<file path="config.mk">
export PLATFORM = sky130hd
export DESIGN_NAME = eve_gene_scheduler
export DESIGN_NICKNAME = d
export VERILOG_FILES = /design/src/rtl/eve_gene_scheduler.sv
export SDC_FILE = /design/constraint.sdc
export NUM_CORES = 1
export LEC_CHECK = 0
export BUFFER_PORTS_ARGS = -buffer_cell sky130_fd_sc_hd__buf_2
export CORE_MARGIN = 4
export CORE_UTILIZATION = 45
export CTS_CLUSTER_DIAMETER = 80
export CTS_CLUSTER_SIZE = 20
export DETAILED_ROUTE_END_ITERATION = 6
export PLACE_DENSITY = 0.64
export SLEW_MARGIN = 25
export SYNTH_ARGS = -nofsm -noshare
export SYNTH_HDL_FRONTEND = slang
export SYNTH_SLANG_ARGS = --single-unit
</file>
<file path="constraint.sdc">
create_clock -name input_clk -period 4.2 [get_ports input_clk]
set_input_delay 0.84 -clock input_clk [delete_from_list [all_inputs] [get_ports input_clk]]
set_output_delay 0.84 -clock input_clk [all_outputs]
set_load 0.02 [all_outputs]
</file>
<file path="src/rtl/eve_gene_scheduler.sv">
// Gene-pair scheduler: buffers parent gene pairs and hands them round-robin to idle crossover PEs.
// Optional macro EVE_SCHED_STATS_EN adds a per-genome gene_count output.
module eve_gene_scheduler #(
  parameter int NUM_PE     = 8,
  parameter int FIFO_DEPTH = 4,
  parameter int GENE_W     = 64
) (
  input  logic              input_clk,
  input  logic              reset,
  input  logic              in_valid,
  output logic              in_ready,
  input  logic              in_last,
  input  logic [GENE_W-1:0] parent1_in,
  input  logic [GENE_W-1:0] parent2_in,
  input  logic [NUM_PE-1:0] pe_busy,
  output logic [NUM_PE-1:0] pe_wr_en,
  output logic [GENE_W-1:0] parent1_out,
  output logic [GENE_W-1:0] parent2_out,
  output logic              genome_done
`ifdef EVE_SCHED_STATS_EN
  ,
  output logic [15:0]       gene_count
`endif
);

  localparam int AW = $clog2(FIFO_DEPTH);
  localparam int CW = AW + 1;
  localparam int RW = $clog2(NUM_PE);

  typedef enum logic [1:0] {IDLE, DISPATCH, DRAIN, DONE} state_t;

  state_t            state_q, state_d;
  logic [AW-1:0]     wrPtr_q, wrPtr_d, rdPtr_q, rdPtr_d;
  logic [CW-1:0]     count_q, count_d;
  logic [RW-1:0]     rr_q, rr_d;
  logic [NUM_PE-1:0] peWrEn_q, peWrEn_d;
  logic [GENE_W-1:0] parent1_q, parent1_d, parent2_q, parent2_d;

  logic [GENE_W-1:0] memP1 [FIFO_DEPTH];
  logic [GENE_W-1:0] memP2 [FIFO_DEPTH];
  logic              memLast [FIFO_DEPTH];

  logic              empty, full, push, pop;
  logic              found;
  logic [RW-1:0]     sel, cand;

  assign empty    = (count_q == '0);
  assign full     = (count_q == CW'(FIFO_DEPTH));
  assign in_ready = !full;
  assign push     = in_valid && !full;

  function automatic logic [RW-1:0] wrapIdx(input logic [RW-1:0] base, input int off);
    int s;
    s = int'(base) + off;
    if (s >= NUM_PE) s = s - NUM_PE;
    return RW'(s);
  endfunction

  always_ff @(posedge input_clk) begin
    if (push) begin
      memP1[wrPtr_q]   <= parent1_in;
      memP2[wrPtr_q]   <= parent2_in;
      memLast[wrPtr_q] <= in_last;
    end
  end

  always_comb begin
    wrPtr_d = wrPtr_q;
    rdPtr_d = rdPtr_q;
    count_d = count_q;
    if (push) wrPtr_d = wrPtr_q + AW'(1);
    if (pop)  rdPtr_d = rdPtr_q + AW'(1);
    case ({push, pop})
      2'b10:   count_d = count_q + CW'(1);
      2'b01:   count_d = count_q - CW'(1);
      default: count_d = count_q;
    endcase
  end

  // A PE written last cycle may not have raised busy yet, so it is skipped.
  always_comb begin
    found = 1'b0;
    sel   = '0;
    cand  = '0;
    for (int off = 0; off < NUM_PE; off++) begin
      cand = wrapIdx(rr_q, off);
      if (!found && !pe_busy[cand] && !peWrEn_q[cand]) begin
        found = 1'b1;
        sel   = cand;
      end
    end
  end

  always_comb begin
    state_d   = state_q;
    rr_d      = rr_q;
    peWrEn_d  = '0;
    parent1_d = parent1_q;
    parent2_d = parent2_q;
    pop       = 1'b0;
    case (state_q)
      IDLE: begin
        if (!empty) state_d = DISPATCH;
      end
      DISPATCH: begin
        if (!empty && found) begin
          pop       = 1'b1;
          peWrEn_d  = {{(NUM_PE-1){1'b0}}, 1'b1} << sel;
          parent1_d = memP1[rdPtr_q];
          parent2_d = memP2[rdPtr_q];
          rr_d      = (sel == RW'(NUM_PE - 1)) ? '0 : sel + RW'(1);
          if (memLast[rdPtr_q]) state_d = DRAIN;
        end
      end
      DRAIN: begin
        if (pe_busy == '0 && peWrEn_q == '0) state_d = DONE;
      end
      DONE: begin
        rr_d    = '0;
        state_d = IDLE;
      end
      default: state_d = IDLE;
    endcase
  end

  always_ff @(posedge input_clk or negedge reset) begin
    if (!reset) begin
      state_q   <= IDLE;
      wrPtr_q   <= '0;
      rdPtr_q   <= '0;
      count_q   <= '0;
      rr_q      <= '0;
      peWrEn_q  <= '0;
      parent1_q <= '0;
      parent2_q <= '0;
    end else begin
      state_q   <= state_d;
      wrPtr_q   <= wrPtr_d;
      rdPtr_q   <= rdPtr_d;
      count_q   <= count_d;
      rr_q      <= rr_d;
      peWrEn_q  <= peWrEn_d;
      parent1_q <= parent1_d;
      parent2_q <= parent2_d;
    end
  end

  assign pe_wr_en    = peWrEn_q;
  assign parent1_out = parent1_q;
  assign parent2_out = parent2_q;
  assign genome_done = (state_q == DONE);

`ifdef EVE_SCHED_STATS_EN
  // Counts dispatches of the running genome; cleared once its done pulse has been shown.
  logic [15:0] geneCount_q, geneCount_d;

  always_comb begin
    geneCount_d = geneCount_q;
    if (state_q == DONE)
      geneCount_d = '0;
    else if (peWrEn_d != '0 && geneCount_q != 16'hFFFF)
      geneCount_d = geneCount_q + 16'd1;
  end

  always_ff @(posedge input_clk or negedge reset) begin
    if (!reset) geneCount_q <= '0;
    else        geneCount_q <= geneCount_d;
  end

  assign gene_count = geneCount_q;
`endif

endmodule
</file>
# Word-level counts from Yosys, hierarchy flattened
# Memories as Yosys holds them, arrays and structs flattened. A register that Yosys moved wholly into a read port is not among the register bits.
# Index checks and enable logic that the tools add are counted.
# W data, S select, Z words.
[classes]
addsub = 20
magnitude_cmp = 16
n_eq_ne = 11
n_shift = 1
muxes = 71
reduce_logical = 54
[ops]
columns = ["cell", "n"]
rows = [
  ["$mux W3", 18],
  ["$bmux W1 S3", 16],
  ["$lt A3 B4 Y1 const B", 8],
  ["$ge A4 B4 Y1 const B", 7],
  ["$mux W1", 28],
  ["$logic_not A1 Y1", 27],
  ["$sub A3 B1 Y3 const B", 9],
  ["$logic_and A1 B1 Y1", 18],
  ["$add A3 B3 Y4 const B", 4],
  ["$logic_not A8 Y1", 2],
  ["$mux W8", 2],
  ["$pmux W3 S2", 2],
  ["$add A3 B2 Y4 const B", 2],
  ["$mux W2", 4],
  ["$ne A2 B2 Y1 const B", 4],
  ["$pmux W2 S4", 1],
  ["$shl A1 B3 Y8 const A", 1],
  ["$add A3 B1 Y3 const B", 2],
  ["$eq A2 B2 Y1 const B", 3],
  ["$eq A3 B3 Y1 const B", 2],
  ["$add A2 B1 Y2 const B", 2],
  ["$add A3 B1 Y4 const B", 1],
  ["$eq A2 B1 Y1 const B", 2],
  ["$ge A3 B4 Y1 const B", 1],
  ["other kinds (5)", 7],
]
[totals]
reg_bits = 20
ramBits = 516
input_bits = 140
out_inout_bits = 138
word_cells = 182
memories = 3
[mem_list]
columns = ["name", "depth", "width", "read_ports", "rd_ports_with_merged_regs", "wr", "line_no", "source"]
rows = [
  ["memP1", 4, 64, 1, 1, 1, "39", "logic [GENE_W-1:0] memP1 [FIFO_DEPTH];"],
  ["memP2", 4, 64, 1, 1, 1, "40", "logic [GENE_W-1:0] memP2 [FIFO_DEPTH];"],
  ["memLast", 4, 1, 1, 0, 1, "41", "logic memLast [FIFO_DEPTH];"],
]

# Longest topological paths before layout
[depth]
depth_word = 40
ltp_mapped = 16
mapped_depth_nobuf = 14

# Worst setup path before layout
# Ideal clock, no wire load.
[synth_path]
kind = "input -> register"
start = "input in_valid"
end = "memory memLast[3] (enable)"
arrival_time_ps = 3859
setup_slack_ps = -164
cell_stages = 1
n_path_buf = 0
path_cell_list = "and3_1"
[synth_via]
elab_chain_cells = 3
[synth_lines]
columns = ["item", "line_no", "source"]
rows = [
  ["start, declared", "10", "input logic in_valid,"],
  ["$logic_and A1 B1 Y1", "50", "assign push = in_valid && !full;"],
  ["$mux W1", "60", "if (push) begin"],
  ["$mux W1 (not written as such)", "63", "memLast[wrPtr_q] <= in_last;"],
  ["end, declared", "41", ""],
]
# Every way passes these cells.

# Final worst setup path
[layout_path]
start = "input rr_q[0]"
end = "register parent1_q[2], in the netlist parent1_out[2], read port of memP1"
[layout_via]
elab_chain_cells = 37
elab_cells_between_ends = 111
[layout_lines]
columns = ["item", "line_no", "source"]
rows = [
  ["start, declared", "35", "logic [RW-1:0] rr_q, rr_d;"],
  ["branches (longest 34 deep; another with $add A3 B1 Y4)", "-", ""],
  ["$mux W1 (*)", "87", "if (!found && !pe_busy[cand] && !peWrEn_q[cand]) begin"],
  ["$logic_and A1 B1 Y1 (*)", "106", "if (!empty && found) begin"],
  ["$reduce_and A2 Y1 (no source line) (*)", "-", ""],
  ["end, declared", "37", "logic [GENE_W-1:0] parent1_q, parent1_d, parent2_q, parent2_d;"],
]
# Every way passes the cells marked *. The select of a mux whose other input is x is not followed.
# A chain may end at the register's enable or synchronous reset.

==> out/metrics.csv <==
metric,value,unit
Syn Nets,1323,
I/O Buffers,277,
Final Instance Area,29080,µm²
CP max stage delay,0.64,ns
CP Max Fanout,69,
LEAKAGE,10.32,nW
Seq pwr share,45.2,%
crit path DAT,4.04,ns
slowest CP cell,mux4_2,
Mapped Cells,1164,
vias per inst,5.337,
Net Sw Frac,32.45,%
met2 usage,29.29,%
Pwr Density,734.8,nW/µm²
worst rel slew slack,41.82,%
outcome,finished clean,
synthesized area,25250,µm²
CTS Buf Count,40,
die area,59950,µm²
DRT Pass-1 Iters,7,
first-pass GRT wire length,79520,µm
most frequent cells in the layout,"edfxtp_1, buf_2, dfrtp_1",
IO Pins,278,
Setup crit start kind,flop,
layout cells sized above 1,42.90,%
CTS tree,done,
GRT Util Overall,17.28,%
Area Growth Syn to Fin,15.17,%
mean post-synth cell area,21.69,µm²
Yosys reg bits,664,
Setup CP Type,reg -> reg,
PnR Total Power,21.37,mW
chip height,244.9,µm
nets@finish,1628,
Final Wtd Congestion,0.8538,
total grt overflow,0,
Post CTS Setup Buffer Count,0,
Die Span X,244.9,µm
FF-to-FF Start,rr_q[0]$_DFFE_PN0P_,
final period utilization,85.32,%
M3 GR Usage,4.348,%
Combinational Power Share,35.8,%
final hold viol count,0,
setup TNS,0,ns
Initial DRC Count,755,
number of synthesized flops with an enable pin,516,
initial core utilization,45.65,%
Worst Setup End Kind,flop,
flop-to-flop setup slack,0.62,ns
core area,55310,µm²
reg2reg end,parent1_out[2]$_DFFE_PN0P_,
Cell Int Power,14.43,mW
CTS Sinks,664,
Final ANT Viol Nets,0,
final worst clock skew,0.02186,ns
# rows,86,
"Reg clk slew, reported paths",0.08,ns
"Req. time, crit path",4.66,ns
Psw,6.933,mW
worst-margin pin slew,0.8727,ns
Hold Path Class,in -> async,
vias in the first global route,12880,
"most common cell after layout, fill and taps aside",edfxtp_1,
synth warn,0,
cts repair resizes,0,
vias,12030,
min cycle time layout,3.584,ns
VDD IR max,0.0005036,V
post-place instance area,27830,µm²
WL final,51420,µm
WL/cell,22.82,µm
prevailing post-synth register cell,edfxtp_1,
RSZ-0062 raised after global routing,no,
later-pin clock latency in the skew report,0.57,ns
GRT busiest layer,met2,
initial antenna violation count,11,
Max Root-Sink Buffers,3,
total of max-cap violations,0,
pins over their slew limit,0,
Final Setup Violations,0,
M1 GR Usage,23.09,%
Clock Power Share,19.0,%
Worst Reg2Reg Path Length in Cells,9,
number of H-tree levels,2,
Hold Buf Count CTS,0,
Root Buffer,clkbuf_16,
pin count of the biggest net entering global routing,74,
post-synthesis sequential area ratio,76.05,%
Peak Freq,0.2790,GHz
"Distinct cells, synth",53,
DRC errors left,0,
fraction of registers with async set/reset,22.29,%
crit-path cells,"clkinv_1, ha_1, mux4_2, o221ai_1, nor3_1, a211oi_4, buf_4, buf_12, mux2_2",
dpl hpwl,31310,µm
==> power by group through the flow <==
stage	clock [mW]	sequential, mW	combinational [mW]
2_1_floorplan	0	10.4	4.60
5_1_grt	4.46	9.86	8.29
3_5_place_dp	0	9.84	7.82
6_report	4.05	9.66	7.66
4_1_cts	4.18	9.70	7.83
3_3_place_gp	0	9.76	7.74
==> worst max path at each step <==
stage                   startpoint                          to  slack (ns)  depth (start not counted)
2_1_floorplan           pe_busy[0]      count_q[2]$_DFFE_PN0P_        0.34                         13
6_report       rr_q[0]$_DFFE_PN0P_  parent1_out[2]$_DFFE_PN0P_        0.62                          9
5_1_grt        rr_q[0]$_DFFE_PN0P_      count_q[2]$_DFFE_PN0P_        0.31                         12
3_3_place_gp            pe_busy[0]      count_q[2]$_DFFE_PN0P_        0.49                         12
3_5_place_dp            pe_busy[0]         rr_q[2]$_DFFE_PN0P_        0.44                         10
4_1_cts        rr_q[0]$_DFFE_PN0P_      count_q[2]$_DFFE_PN0P_        0.56                         12
==> cell usage after synthesis, types with 2 or more instances <==
master | instances | share of area [%]
a21o_1 | 3 | 0.089
nand4_1 | 2 | 0.050
and2_1 | 4 | 0.099
a22oi_1 | 2 | 0.059
mux2_2 | 132 | 5.9
clkbuf_1 | 29 | 0.43
nor2_1 | 22 | 0.33
nand2b_1 | 4 | 0.099
mux4_2 | 140 | 12
edfxtp_1 | 516 | 61
buf_1 | 2 | 0.030
o221a_2 | 2 | 0.089
and3_1 | 7 | 0.17
nor4_1 | 2 | 0.050
dfrtp_1 | 148 | 15
xnor2_1 | 4 | 0.14
mux2i_1 | 3 | 0.12
o21ai_0 | 11 | 0.22
or2_0 | 5 | 0.12
inv_1 | 17 | 0.25
nand2_1 | 15 | 0.22
buf_4 | 9 | 0.27
or2_1 | 4 | 0.099
nor3_1 | 7 | 0.14
o22ai_1 | 2 | 0.050
o221ai_1 | 2 | 0.069
a22o_1 | 2 | 0.069
ha_1 | 18 | 0.89
buf_2 | 9 | 0.18
nor2b_1 | 2 | 0.050
a21oi_1 | 13 | 0.26
xor2_1 | 5 | 0.17
==> metal layers <==
layer / vias up / share of wire [%]
met5: - / 0.20
met4: 14 / 1.6
met3: 66 / 5.6
met2: 243 / 51
met1: 6394 / 42
li1: 5308 / -
==> flip-flops by register name, indices dropped and copies added, names as in the netlist <==
name	count
pe_wr_en	8
parent2_out	64
memLast	4
state_q	2
wrPtr_q	2
count_q	3
memP2	256
rr_q	3
parent1_out	64
memP1	256
rdPtr_q	2
==> critical path, delay by kind of cell (launching register included) <==
kind                     cells  cell delay (ns)
AO/OA/AOI/OAI                2             0.57
adder cells (fa/ha/maj)      1             0.50
buffers and inverters        3             0.62
flip-flops                   1             0.48
multiplexers                 2             1.03
AND/OR/NAND/NOR              1             0.13
==> cells by family (layout without fill, tap and decap cells) <==
kind of cell | after synthesis | after routing | share of synthesized area (%)
buf+inv | 67 | 404 | 1.175
compound gates | 50 | 50 | 1.383
mux | 275 | 275 | 18.50
simple gates | 80 | 80 | 1.616
xor+xnor | 9 | 9 | 0.3122
fa+ha+maj | 19 | 19 | 0.9714
flops | 664 | 664 | 76.05
other cells | 0 | 4 | 0
==> area by class of cell <==
class / instances / area [µm²]
Multi-Input combinational cell: 433 / 5778
Clock buffer: 67 / 1124
Clock inverter: 7 / 111.4
Antenna cell: 4 / 10.01
Sequential cell: 664 / 19210
Tap cell: 748 / 935.9
Inverter: 18 / 67.56
Fill cell: 4461 / 26230
Timing Repair Buffer: 312 / 1843
==> per-stage QoR <==
| step | utilization [%] | hold slack (ns) | setup slack, ns | cells |
|---|---|---|---|---|
| 2_1_floorplan | - | 0.4643 | 0.3372 | 1164 |
| 3_3_place_gp | 50.32 | 0.4832 | 0.4908 | 2175 |
| 3_5_place_dp | 50.32 | 0.4853 | 0.4400 | 2175 |
| 4_1_cts | 52.55 | 0.3528 | 0.5648 | 2249 |
| 5_1_grt | 52.56 | 0.3691 | 0.3149 | 2251 |
| 6_report | 52.57 | 0.3280 | 0.6164 | 2253 |
(Power assumes the default switching activity.)
